==> config.mk <==
export PLATFORM = sky130hd
export DESIGN_NAME = instruction_loader
export DESIGN_NICKNAME = d
export VERILOG_FILES = /design/src/rtl/instruction_loader_pkg.sv /design/src/rtl/loader_fifo.sv /design/src/rtl/instruction_loader.sv
export SDC_FILE = /design/constraint.sdc
export NUM_CORES = 1
export LEC_CHECK = 0
export BUFFER_PORTS_ARGS = -buffer_cell sky130_fd_sc_hd__buf_2
export CAP_MARGIN = 5
export CORE_UTILIZATION = 53
export CTS_CLUSTER_SIZE = 24
export DETAILED_ROUTE_END_ITERATION = 10
export GPL_ROUTABILITY_DRIVEN = 0
export PLACE_DENSITY = 0.73
export REMOVE_ABC_BUFFERS = 1
export SLEW_MARGIN = 20
export SYNTH_ARGS = -nofsm -noshare
export SYNTH_HDL_FRONTEND = slang
export SYNTH_SLANG_ARGS = --single-unit
==> constraint.sdc <==
create_clock -name clk -period 2.6 [get_ports clk]
set_input_delay 0 -clock clk [delete_from_list [all_inputs] [get_ports clk]]
set_output_delay 0 -clock clk [all_outputs]
set_load 0.03 [all_outputs]
==> src/rtl/instruction_loader_pkg.sv <==
// Shared definitions for the instruction loader: instruction field layout, opcodes, FSM states.
package instruction_loader_pkg;

   localparam int unsigned INSTR_W   = 8;
   localparam int unsigned OP_W      = 2;
   localparam int unsigned REG_W     = 3;
   localparam int unsigned JMP_TGT_W = 6;
   localparam int unsigned PAGE_MSB  = 7;
   localparam int unsigned PAGE_LSB  = 6;

   localparam logic [OP_W-1:0] OP_JMP = 2'b11;

   typedef enum logic [1:0] {
      StIdle,
      StLoad,
      StDone
   } state_e;

   // Jumps keep only the in-page target; fetch restores the page bits from the pc.
   function automatic logic [INSTR_W-1:0] pack_instr(
      input logic [OP_W-1:0]      op,
      input logic [REG_W-1:0]     rdest,
      input logic [REG_W-1:0]     rsrc,
      input logic [JMP_TGT_W-1:0] tgt
   );
      if (op == OP_JMP) begin
         return {OP_JMP, tgt};
      end
      return {op, rdest, rsrc};
   endfunction

endpackage

==> src/rtl/loader_fifo.sv <==
// Small synchronous FIFO buffering packed instruction words between accept and memory write.
module loader_fifo #(
   parameter int unsigned Width = 8,
   parameter int unsigned Depth = 4
) (
   input  logic                       clk,
   input  logic                       reset,
   input  logic                       push,
   input  logic                       pop,
   input  logic [Width-1:0]           wdata,
   output logic [Width-1:0]           rdata,
   output logic                       full,
   output logic                       empty,
   output logic [$clog2(Depth):0]     count
);
   localparam int unsigned PtrW = $clog2(Depth);
   localparam int unsigned CntW = PtrW + 1;

   logic [Width-1:0] mem_q [Depth];
   logic [PtrW-1:0]  wptr_q, rptr_q;
   logic [CntW-1:0]  count_q;

   always_ff @(posedge clk or negedge reset) begin
      if (!reset) begin
         wptr_q  <= '0;
         rptr_q  <= '0;
         count_q <= '0;
      end else begin
         if (push) wptr_q <= wptr_q + PtrW'(1);
         if (pop)  rptr_q <= rptr_q + PtrW'(1);
         case ({push, pop})
            2'b10:   count_q <= count_q + CntW'(1);
            2'b01:   count_q <= count_q - CntW'(1);
            default: count_q <= count_q;
         endcase
      end
   end

   always_ff @(posedge clk) begin
      if (push) mem_q[wptr_q] <= wdata;
   end

   assign rdata = mem_q[rptr_q];
   assign full  = (count_q == CntW'(Depth));
   assign empty = (count_q == '0);
   assign count = count_q;

endmodule

==> src/rtl/instruction_loader.sv <==
// Packs decoded instruction fields into 8-bit words and streams them into the instruction file.
module instruction_loader
   import instruction_loader_pkg::*;
#(
   parameter int unsigned ADDR_W     = 8,
   parameter int unsigned MEM_DEPTH  = 8,
   parameter int unsigned FIFO_DEPTH = 4
) (
   input  logic              clk,
   input  logic              reset,
   input  logic              start,
   input  logic [ADDR_W-1:0] base_addr,
   input  logic [ADDR_W-1:0] length,
   input  logic              in_valid,
   output logic              in_ready,
   input  logic [1:0]        in_opcode,
   input  logic [2:0]        in_rDest,
   input  logic [2:0]        in_rSrc,
   input  logic [ADDR_W-1:0] in_jump_addr,
   input  logic              mem_busy,
   output logic              wr_en,
   output logic [ADDR_W-1:0] wr_addr,
   output logic [7:0]        wr_data,
   output logic              busy,
   output logic              done,
   output logic              range_err,
   output logic              page_err
);
   localparam int unsigned CntW = $clog2(FIFO_DEPTH) + 1;

   state_e              state_q, state_d;
   logic [ADDR_W-1:0]   base_q, base_d, len_q, len_d;
   logic [ADDR_W-1:0]   acc_q, acc_d, wr_cnt_q, wr_cnt_d;
   logic                range_err_q, range_err_d, page_err_q, page_err_d;

   logic                push, pop, fifo_full, fifo_empty;
   logic [INSTR_W-1:0]  packed_word, fifo_head;
   logic [CntW-1:0]     fifo_count;
   logic [ADDR_W-1:0]   acc_addr;
   logic                range_bad;

   assign packed_word = pack_instr(in_opcode, in_rDest, in_rSrc, in_jump_addr[JMP_TGT_W-1:0]);
   // One extra bit so base+length cannot wrap before the comparison.
   assign range_bad   = ({1'b0, base_addr} + {1'b0, length}) > (ADDR_W+1)'(MEM_DEPTH);
   assign acc_addr    = base_q + acc_q;

   always_comb begin
      state_d     = state_q;
      base_d      = base_q;
      len_d       = len_q;
      acc_d       = acc_q;
      wr_cnt_d    = wr_cnt_q;
      range_err_d = range_err_q;
      page_err_d  = page_err_q;
      in_ready    = 1'b0;
      push        = 1'b0;
      pop         = 1'b0;
      unique case (state_q)
         StIdle: begin
            if (start) begin
               if (range_bad) begin
                  range_err_d = 1'b1;
               end else begin
                  base_d      = base_addr;
                  len_d       = length;
                  acc_d       = '0;
                  wr_cnt_d    = '0;
                  range_err_d = 1'b0;
                  page_err_d  = 1'b0;
                  state_d     = (length == '0) ? StDone : StLoad;
               end
            end
         end
         StLoad: begin
            in_ready = !fifo_full && (acc_q < len_q);
            push     = in_valid && in_ready;
            pop      = !fifo_empty && !mem_busy;
            if (push) begin
               acc_d = acc_q + ADDR_W'(1);
               // Words are written in accept order, so this tuple lands at base+accepted.
               if (in_opcode == OP_JMP &&
                   in_jump_addr[PAGE_MSB:PAGE_LSB] != acc_addr[PAGE_MSB:PAGE_LSB]) begin
                  page_err_d = 1'b1;
               end
            end
            if (pop) begin
               wr_cnt_d = wr_cnt_q + ADDR_W'(1);
               if (wr_cnt_q + ADDR_W'(1) == len_q) state_d = StDone;
            end
         end
         StDone:  state_d = StIdle;
         default: state_d = StIdle;
      endcase
   end

   always_ff @(posedge clk or negedge reset) begin
      if (!reset) begin
         state_q     <= StIdle;
         base_q      <= '0;
         len_q       <= '0;
         acc_q       <= '0;
         wr_cnt_q    <= '0;
         range_err_q <= 1'b0;
         page_err_q  <= 1'b0;
      end else begin
         state_q     <= state_d;
         base_q      <= base_d;
         len_q       <= len_d;
         acc_q       <= acc_d;
         wr_cnt_q    <= wr_cnt_d;
         range_err_q <= range_err_d;
         page_err_q  <= page_err_d;
      end
   end

   loader_fifo #(
      .Width (INSTR_W),
      .Depth (FIFO_DEPTH)
   ) u_fifo (
      .clk   (clk),
      .reset (reset),
      .push  (push),
      .pop   (pop),
      .wdata (packed_word),
      .rdata (fifo_head),
      .full  (fifo_full),
      .empty (fifo_empty),
      .count (fifo_count)
   );

   assign wr_en     = pop;
   assign wr_addr   = pop ? base_q + wr_cnt_q : '0;
   assign wr_data   = pop ? fifo_head : '0;
   assign busy      = (state_q == StLoad);
   assign done      = (state_q == StDone);
   assign range_err = range_err_q;
   assign page_err  = page_err_q;

   // Buffered words are exactly those accepted but not yet written.
   a_fifo_occupancy: assert property (@(posedge clk) disable iff (!reset)
      ADDR_W'(fifo_count) == acc_q - wr_cnt_q);

endmodule

==> flow_summary_export.csv <==
group,metric,value,unit
place,place_ws,84.6,ps
timing,maxSlewViolCount,0,
cells_and_area,drive_above_1_share,31.0,%
run,maxCapViolCount,0,
critical_path,critPathLaunchType,"primary input",
route,routed_wl,11200,µm
cts,cts_buffers,9,
power,power,4.87,mW
global_route,overflow,0,
route,drt-initial-drc-count,157,
floorplan,die-area,0.00923,mm²
critical_path,path_class,"primary input to flop",
route,drt.antenna.violating_nets,0,
floorplan,io_pins,59,
floorplan,die_h,96.1,µm
cts,clock-sinks,75,
yosys,yosysSeqAreaShare,43.4,%
power,p_sw_share,39.2,%
power,powerDensity,837,mW/mm²
cts,worstSkewPairLatency,350,ps
yosys,synth.most_common_cell,"dfrtp_1",
floorplan,coreArea,0.00838,mm²
cells_and_area,stdcell_count,605,
yosys,synth_common_cells,"dfrtp_1, ha_1, edfxtp_1",
yosys,yosysTopAreaCell,"dfrtp_1",
floorplan,die_w,96.1,µm
cells_and_area,syn_to_final_growth,24.2,%
cells_and_area,antenna_cells,0,
power,seq_power_share,38.3,%
yosys,synthFlopType,"dfrtp_1",
timing,hold_ws,5.90,ps
route,route.vias.total,3640,
floorplan,initial_utilization,55.9,%
timing,timing.fmax,399,MHz
cts,htreeDepth,3,
route,drtPass1Iterations,5,
timing,post-route-period-util,96.4,%
timing,hold_viol_final,0,
cells_and_area,fin_nets,570,
yosys,postSynth.asyncResetShare,57.3,%
power,p_clk_share,20.1,%
run_status,status,"finished clean",
global_route,antenna_found_initial,0,
critical_path,cp.required,2840,ps
route,wl_per_cell,18.6,µm
cts,cts_tree,"done",
place,dpl.hpwl,7910,µm
yosys,synth_area_per_cell,11.7,µm²
critical_path,critPathArrivalTime,2740,ps
yosys,netlist.area_leader.share,23.0,%
route,viasPerCell,6.02,
global_route,grt_pass1_vias,3556,
cells_and_area,final_area,0.00582,mm²
power,p_switching,1.91,mW
yosys,synth-edff-count,32,
hold_path,hold_path_class,"primary input to flop",
yosys,postSynthCellCount,399,
yosys,netlist_area,0.00469,mm²
global_route,grt_max_degree,44,
cts,cts.path.max_buffers,2,
critical_path,cp-end-kind,"flop",
yosys,ys_ff_latch,75,
timing,fin_crit,2510,ps
timing,layout_setup_ws,93.9,ps
global_route,grt_pass1_wl,17300,µm
critical_path,cp_max_fo,7,
cells_and_area,nFillCells,608,
place,dpl_cell_area,0.00517,mm²
power,comb_power_share,41.6,%
yosys,synth.distinct_cells,65,
floorplan,rows,33,
timing,tns,0,ps
global_route,track_usage,25.7,%
cells_and_area,multi_input_area,0.00262,mm²
power,p_int,2.96,mW
place,dp_cells,563,
timing,worstMarginPinSlew,585,ps
cells_and_area,final_core_util,69.4,%
cells_and_area,regArea,0.00204,mm²
cts,path_clk_slew,90,ps
yosys,synth.area.top_cells,"dfrtp_1, edfxtp_1, ha_1",
timing,finalClockSkew,10.6,ps
place,io_buffers,58,
yosys,yosys_warnings,0,
power,p_leak,2.69,nW
timing,relSlewSlack,61.0,%
timing,setup_violations,0,
power,vdd_drop_max,0.000456,V
cts,cts_root_buf,"clkbuf_8",
route,drc_errors,0,
[sequential cells by signal, summed over array words and instances, names as in the netlist]
name,count
u_fifo.mem_q,32
u_fifo.count,3
acc_q,8
u_fifo.rptr_q,2
wr_cnt_q,8
state_q,2
base_q,8
page_err,1
len_q,8
u_fifo.wptr_q,2
range_err,1
[power groups by stage]
stage | sequential (mW) | clock, mW | combinational, mW
after floorplan | 1.77 | 0 | 1.41
after global placement | 1.88 | 0 | 1.84
after detailed placement | 1.89 | 0 | 1.90
after CTS | 1.87 | 0.987 | 1.95
after global routing | 1.91 | 1.04 | 2.23
final | 1.87 | 0.978 | 2.03
[what timing repair did]
item / in CTS / in global routing
cloned: 0 / 2
gates resized for setup: 5 / 27
pin swaps: 0 / 10
hold buffers: 24 / 0
endpoints found under the hold margin: 76 / 0
setup buffers: 0 / 2
setup endpoints to repair: 2 / 29
[cell type report]
class | instances | share of cell area, %
Sequential cell | 75 | 35.0
Clock inverter | 7 | 1.57
Clock buffer | 9 | 2.13
Multi-Input combinational cell | 287 | 45.0
Timing Repair Buffer | 99 | 12.5
Tap cell | 105 | 2.26
Inverter | 23 | 1.48
[worst paths after layout]
check / start / end / slack [ps] / depth (start not counted)
hold reg to reg: page_err / page_err / 510 / 1
min in group asynchronous: reset / base_q[6] / 170 / 2
max in group asynchronous: reset / base_q[0] / 2000 / 2
setup / recovery: length[3] / wr_cnt_q[7] / 90 / 12
setup reg to reg: acc_q[5] / u_fifo.count[2] / 150 / 12
hold / removal: in_jump_addr[1] / u_fifo.mem_q[2][1] / 6 / 2
[cells by family (layout without fill, tap and decap cells)]
| group | after synthesis | in the layout | synth area share [%] |
|---|---|---|---|
| AOI/OAI and AO/OA | 91 | 91 | 15.0 |
| xor gates and xnor gates | 28 | 28 | 5.23 |
| adders and majority gates | 38 | 38 | 10.6 |
| buffers and inverters | 37 | 138 | 3.12 |
| DFF | 75 | 75 | 43.4 |
| muxes | 33 | 33 | 10.6 |
| and+or+nand+nor | 97 | 97 | 12.0 |
[cell usage in the layout, fill, tap and decap left out, drive strengths merged, types with 15 or more instances in the layout]
cell | netlist | routed
nor2 | 15 | 15
xnor2 | 15 | 15
inv | 23 | 28
a21oi | 19 | 19
edfxtp | 32 | 32
mux2 | 23 | 23
buf | 2 | 72
dfrtp | 43 | 43
and3 | 16 | 16
dlygate4sd3 | 0 | 22
ha | 35 | 35
[per-layer routing]
| layer | GRT usage [%] | vias up | part of all wire, % |
|---|---|---|---|
| met4 | 10.8 | 0 | 2.7 |
| met5 | 0 | - | 0 |
| met2 | 41.4 | 153 | 50 |
| met1 | 34.3 | 1757 | 41 |
| met3 | 4.27 | 30 | 6.7 |
| li1 | - | 1700 | - |
[critical path, cell delays in order]
cell and delay (ps):
dlygate4sd3_1 530, buf_2 160, ha_1 350, nand2_2 120
o31ai_4 260, buf_4 160, nor4b_2 50, nor4b_2 330
buf_4 200, a31oi_1 80, buf_4 190, a211o_1 300
Note: power is estimated with default switching activity, not from simulation.
